===== config.mk =====
export PLATFORM = sky130hd
export DESIGN_NAME = gf2m_283_reducer
export DESIGN_NICKNAME = d
export VERILOG_FILES = /design/src/rtl/gf2m_283_reducer.sv
export SDC_FILE = /design/constraint.sdc
export NUM_CORES = 2
export LEC_CHECK = 0
export BUFFER_PORTS_ARGS = -buffer_cell sky130_fd_sc_hd__clkbuf_2
export CAP_MARGIN = 40
export CORE_AREA = 2 2 336 338
export CTS_CLUSTER_SIZE = 12
export DETAILED_ROUTE_END_ITERATION = 8
export DIE_AREA = 0 0 338 340
export PLACE_DENSITY_LB_ADDON = 0.1
export SETUP_SLACK_MARGIN = 0.4
export SYNTH_ARGS = -nofsm -noshare
export SYNTH_HDL_FRONTEND = slang
export SYNTH_SLANG_ARGS = --single-unit

===== constraint.sdc =====
create_clock -name clk -period 1.8 [get_ports clk]
set_input_delay 0.09 -clock clk [delete_from_list [all_inputs] [get_ports clk]]
set_output_delay 0.09 -clock clk [all_outputs]
set_load 0.005 [all_outputs]

===== src/rtl/gf2m_283_reducer.sv =====
// Iterative two-fold reducer modulo the NIST B-283 pentanomial x^283 + x^12 + x^7 + x^5 + 1.
// Takes a 2M-bit carry-less product and delivers the canonical M-bit field element.
module gf2m_283_reducer #(
    parameter int M  = 283,
    parameter int K1 = 12,
    parameter int K2 = 7,
    parameter int K3 = 5
) (
    input  logic             clk,
    input  logic             rst,
    input  logic             in_valid,
    output logic             in_ready,
    input  logic [2*M-1:0]   in_data,
    output logic             out_valid,
    input  logic             out_ready,
    output logic [M-1:0]     out_data,
    output logic             busy
);

    // Two folds are only enough when the taps stay below M/2.
    generate
        if (!(M > K1 && K1 > K2 && K2 > K3 && K3 > 0 && K1 < M / 2)) begin : g_illegal_taps
            $error("gf2m_283_reducer: illegal pentanomial parameters");
        end
    endgenerate

    typedef enum logic [1:0] {IDLE, FOLD1, FOLD2, HOLD} state_t;

    state_t             state;
    logic [2*M-1:0]     acc;
    logic [M+K1-1:0]    h_ext;
    logic [M+K1-1:0]    fold1;
    logic [M-1:0]       h2_ext;
    logic [M-1:0]       fold2;

    always_comb begin
        h_ext  = {{K1{1'b0}}, acc[2*M-1:M]};
        fold1  = {{K1{1'b0}}, acc[M-1:0]} ^ h_ext ^ (h_ext << K3) ^ (h_ext << K2) ^ (h_ext << K1);
        // After the first fold only K1 bits remain above x^(M-1).
        h2_ext = {{(M-K1){1'b0}}, acc[M+K1-1:M]};
        fold2  = acc[M-1:0] ^ h2_ext ^ (h2_ext << K3) ^ (h2_ext << K2) ^ (h2_ext << K1);
    end

    always_ff @(posedge clk) begin
        if (rst) begin
            state     <= IDLE;
            acc       <= '0;
            out_data  <= '0;
            in_ready  <= 1'b1;
            out_valid <= 1'b0;
            busy      <= 1'b0;
        end else begin
            case (state)
                IDLE: begin
                    if (in_valid) begin
                        acc      <= in_data;
                        state    <= FOLD1;
                        in_ready <= 1'b0;
                        busy     <= 1'b1;
                    end
                end
                FOLD1: begin
                    acc   <= {{(M-K1){1'b0}}, fold1};
                    state <= FOLD2;
                end
                FOLD2: begin
                    out_data  <= fold2;
                    out_valid <= 1'b1;
                    state     <= HOLD;
                end
                HOLD: begin
                    if (out_ready) begin
                        state     <= IDLE;
                        out_valid <= 1'b0;
                        busy      <= 1'b0;
                        in_ready  <= 1'b1;
                    end
                end
                default: begin
                    state     <= IDLE;
                    out_valid <= 1'b0;
                    busy      <= 1'b0;
                    in_ready  <= 1'b1;
                end
            endcase
        end
    end

endmodule


# Yosys cells after proc, flatten, opt, wreduce, memory -nomap -nowiden
# Index checks and enable logic that the tools add are counted.
# Widths: inputs -> output; s select.
[totals]
latchBits = 0
romBits = 0
mem_bits_rw = 0
output_inout_bits = 286
register_bits = 854
n_memories = 0
[classes]
n_shift = 0
magnitude_cmp = 0
multipliers = 0
n_reduce_logical = 8
div_mod_pow = 0
n_addsub = 0
bitwise_logic = 8
n_eq_ne = 5
mux = 12
[op_table]
columns = ["cell", "count"]
rows = [
  ["$pmux 566 s2", 1],
  ["$mux 566", 1],
  ["$xor 290x295->295", 1],
  ["$xor 288x290->290", 1],
  ["$xor 283x288->288", 1],
  ["$xor 283x12->283", 1],
  ["$xor 283x17->283", 1],
  ["$xor 283x19->283", 1],
  ["$xor 283x24->283", 1],
  ["$xor 283x283->283", 1],
  ["$pmux 2 s4", 1],
  ["$pmux 1 s2", 3],
  ["$reduce_and 2->1", 3],
  ["$reduce_bool 2->1", 3],
  ["$eq 2x2->1 const B", 2],
  ["$mux 1", 4],
  ["$mux 2", 2],
  ["$ne 2x2->1 const B", 2],
  ["$reduce_and 3->1", 1],
  ["$eq 2x1->1 const B", 1],
  ["$logic_not 2->1", 1],
]

# Longest topological paths before layout
[depth]
word_depth = 5
mapped_depth = 10

# Worst setup path after synthesis
# OpenSTA, ideal clock, no wires.
[synth_path]
kind = "register -> register"
from = "register state[0]"
to = "register acc[135]"
arrival_time_ns = 1.622
required_ns = 1.684
stages_incl_launch_ff = 8
path_slack_ns = 0.062
synth_period_minus_slack_ns = 1.738
cell_sequence = "dfxtp_1 -> inv_1 -> ha_1 -> buf_4 -> mux2_4 -> buf_2 -> clkbuf_1 -> o211a_1"
[synth_via]
elab_chain_cells = 3
word_cells_on_any_way = 6
cone_classes = "eq/ne: 2; mux: 1; reduce/logical: 3"
[synth_lines]
columns = ["element", "line", "source"]
rows = [
  ["from (decl)", "29", "state_t state;"],
  ["from (signal assigned)", "46", "state <= IDLE;"],
  ["from (signal assigned)", "57", "state <= FOLD1;"],
  ["from (signal assigned)", "64", "state <= FOLD2;"],
  ["$eq 2x1->1 / $logic_not 2->1 (equally long branches)", "53", "case (state)"],
  ["$reduce_bool 2->1 (no source line) / $ne 2x2->1 (equally long branches)", "--", ""],
  ["$reduce_and 2->1 (no source line)", "--", ""],
  ["to (signal assigned)", "56", "acc <= in_data;"],
  ["to (signal assigned)", "63", "acc <= {{(M-K1){1'b0}}, fold1};"],
  ["to (decl)", "30", "logic [2*M-1:0] acc;"],
]
# Several ways; a longest one is shown, not always the timed one.
# A chain may end at the register's enable or synchronous reset.

# Final worst setup path
[layout_path]
from = "register state[1]"
to = "register acc[29]"
# Same word-level chain as after synthesis.

==> flow_summary.ini <==
[run_status]
outcome = finished, violations left
failed_checks = negative setup slack

[finish]
final_common_cell = clkbuf_2
fin_nets = 6357
mostFrequentLayoutCells = 854 x clkbuf_2, 852 x dfxtp_1, 568 x dlygate4sd3_1, 510 x a21oi_1, 453 x nor2_1
multi_input_area_sq_um = 23600
fillerInstances = 9990
layoutNonFillerInstCount = 7367
drive_gt1_share_pct = 25.1
ff_latch_area_sq_um = 17100
area_delta_synth_final_pct = 44.0

[critical_path]
startpoint = state[1]
cp.required_ns = 2.35
start_kind = flip-flop
worstSetupPathType = reg2reg
worstPathMaxFanout = 9
endpoint_kind = flip-flop
r2r-start = state[1]
cp.arrival_ns = 2.46

[synth]
ys_seq_area_share_pct = 40.9
ys_warn_count = 0
synth-seq-cells = 854
ys.flop_type = dfxtp_1
synth_edf_count = 0
synth_area_per_cell_sq_um = 9.65
syn_nets = 4902
ys_types = 44
synth_area_sq_um = 41800
synth_cells = 4328
async_flop_share_pct = 0

[place]
pre_cts_ws_ns = -0.145
gp_congestion = 0.856
dp_cells = 6539
io_buffers = 855
hpwl_mm = 113

[power_and_ir_drop]
leakage_nw = 26.7
p_per_area_nw_per_um2 = 1900
ir_drop_v = 0.000797

[clocking]
htree_levels = 3
tritoncts = yes
clockRootBuffer = clkbuf_16
cts_num_sinks = 854
clk_pin_slew_ns = 0.06
clk_latency_ns = 0.69
cts_buffers = 100
clock_path_buffers = 3

[sta]
relSlewSlack_pct = 47.6
skew_ns = 0.0180
tightest_slew_ns = 0.785
max_clock_freq_mhz = 523
min_period_ns = 1.91
rsz0062_at_grt = true
hold_violations = 0
report.final.slew_viol_count = 0
period_share_pct = 106
setup-violations-final = 388
layout_setup_ws_ns = -0.113

[floorplanning]
core_area_sq_um = 112000
initial_core_util_pct = 37.4
row_count = 123
io_pins = 856
die_y_um = 340
fp.dieW_um = 338
die_area_sq_um = 115000

[grt]
grt_usage_pct = 26.7
grt_max_degree = 104
grt_pass1_wl_mm = 233
grt-ovfl-total = 0
grt_pass1_vias = 37239
antenna_found_initial = 3

[route]
dr_total_vias = 37892
firstDrtPassIters = 6
first_iter_violations = 2548
via_per_inst = 5.14
wire_per_inst_um = 22.2
drc = 0
drt_wl_total_mm = 164
antenna_left = 0

[run]
drv_cap = 0

[hold_path]
min_from = in_data[9]
hp-class = in2reg
[area by class of cell]
| class | count | share of cell area (%) |
|---|---|---|
| Inverter | 5 | 0.0874 |
| Tap cell | 1500 | 3.12 |
| Antenna cell | 5 | 0.0208 |
| Timing Repair inverter | 2 | 0.0458 |
| Sequential cell | 854 | 28.4 |
| Clock inverter | 34 | 0.591 |
| Multi-Input combinational cell | 3107 | 39.2 |
| Timing Repair Buffer | 1713 | 23.5 |
| Clock buffer | 147 | 5.01 |
[worst paths after layout]
check / endpoint / slack [ns] / cells after the start
worst min-delay path: acc[9] / 0.07 / 4
worst max-delay path: acc[29] / -0.11 / 9
worst max register to register: acc[29] / -0.11 / 9
worst min register to register: out_valid / 0.49 / 2
[logic make-up (layout without fill, tap and decap cells)]
group / after synthesis / count (layout) / share of synthesized area (%)
adder cells (fa/ha/maj): 4 / 4 / 0.120
buffers and inverters: 367 / 1901 / 4.22
other: 0 / 5 / 0
XOR/XNOR: 615 / 615 / 21.5
flip-flops: 854 / 854 / 40.9
AO/OA/AOI/OAI: 982 / 982 / 14.4
multiplexers: 284 / 284 / 6.88
AND/OR/NAND/NOR: 1222 / 1222 / 11.9
[routing by layer]
metal  wire (um)  vias up  global-route usage, %
met1       70100    18167                   34.8
met5           0        -                      0
met4       10400        0                   16.3
met2       75300     1307                   42.3
met3        7670      406                   3.09
li1            -    18012                      -
[per-stage QoR]
step | setup TNS, ns | hold WS, ns | util [%] | instance area [sq um] | total power, mW
after floorplan | 0 | 0.235 | - | 42500 | 71.0
after global placement | -5.53 | 0.349 | 43.9 | 49000 | 85.7
after detailed placement | -11.08 | 0.349 | 43.9 | 49000 | 86.2
after CTS | -9.39 | 0.0128 | 52.6 | 58600 | 111
after global routing | -45.20 | 0.0426 | 53.9 | 60100 | 121
final | -13.76 | 0.0689 | 53.9 | 60100 | 114
[registers in the layout (all words and copies together) (netlist names)]
name	count
busy	1
acc	566
out_valid	1
out_data	283
in_ready	1
state	2
[what timing repair did]
item	in CTS	in global routing
hold buffers	568	0
setup buffers	19	11
gates resized for setup	48	136
gates cloned	9	35
hold endpoints to repair	584	0
pin swaps	2	31
endpoints found under the setup margin	849	851
[critical path, cell delays in order (launching register included)]
cell and delay, ns:
dfxtp_2 0.35, inv_4 0.05, ha_4 0.18, buf_6 0.12
mux2_8 0.32, buf_12 0.17, clkbuf_16 0.20, clkbuf_16 0.18
nor2_1 0.14, a211oi_2 0.06
[synth_stat cells, types with 2 or more instances]
| master | instances | area, sq um |
|---|---|---|
| dfxtp_1 | 854 | 17100 |
| a21oi_1 | 551 | 2760 |
| nor2_1 | 482 | 1810 |
| nand2_1 | 447 | 1680 |
| nand3_1 | 271 | 1360 |
| mux2i_1 | 270 | 2700 |
| xnor2_1 | 255 | 2230 |
| xnor3_1 | 226 | 5090 |
| a211oi_1 | 200 | 1500 |
| buf_2 | 177 | 886 |
| clkbuf_1 | 145 | 544 |
| xor2_1 | 101 | 885 |
| o21ai_0 | 98 | 490 |
| o211a_1 | 96 | 961 |
| xor3_1 | 29 | 689 |
| buf_4 | 27 | 203 |
| mux2_2 | 12 | 135 |
| buf_6 | 8 | 90.1 |
| nor3_1 | 8 | 40.0 |
| a22oi_1 | 5 | 37.5 |
| a31o_2 | 5 | 43.8 |
| buf_1 | 5 | 18.8 |
| o21ai_1 | 5 | 25.0 |
| o2bb2ai_1 | 5 | 43.8 |
| a2111oi_0 | 4 | 35.0 |
| a211oi_2 | 4 | 50.1 |
| ha_1 | 4 | 50.1 |
| inv_1 | 4 | 15.0 |
| or2_1 | 4 | 25.0 |
| nand2b_1 | 3 | 18.8 |
| nor2b_1 | 3 | 18.8 |
| a31oi_1 | 2 | 12.5 |
| o211ai_1 | 2 | 15.0 |
| o21a_1 | 2 | 15.0 |
| or2_0 | 2 | 12.5 |
| or3_1 | 2 | 12.5 |
| xnor2_4 | 2 | 55.1 |
| xor2_2 | 2 | 32.5 |
[power by group]
part / internal, mW / switching [mW]
Sequential: 25.0 / 6.78
Clock: 12.5 / 8.51
Combinational: 33.8 / 27.6
No activity file was read; power rests on OpenSTA's default activity.
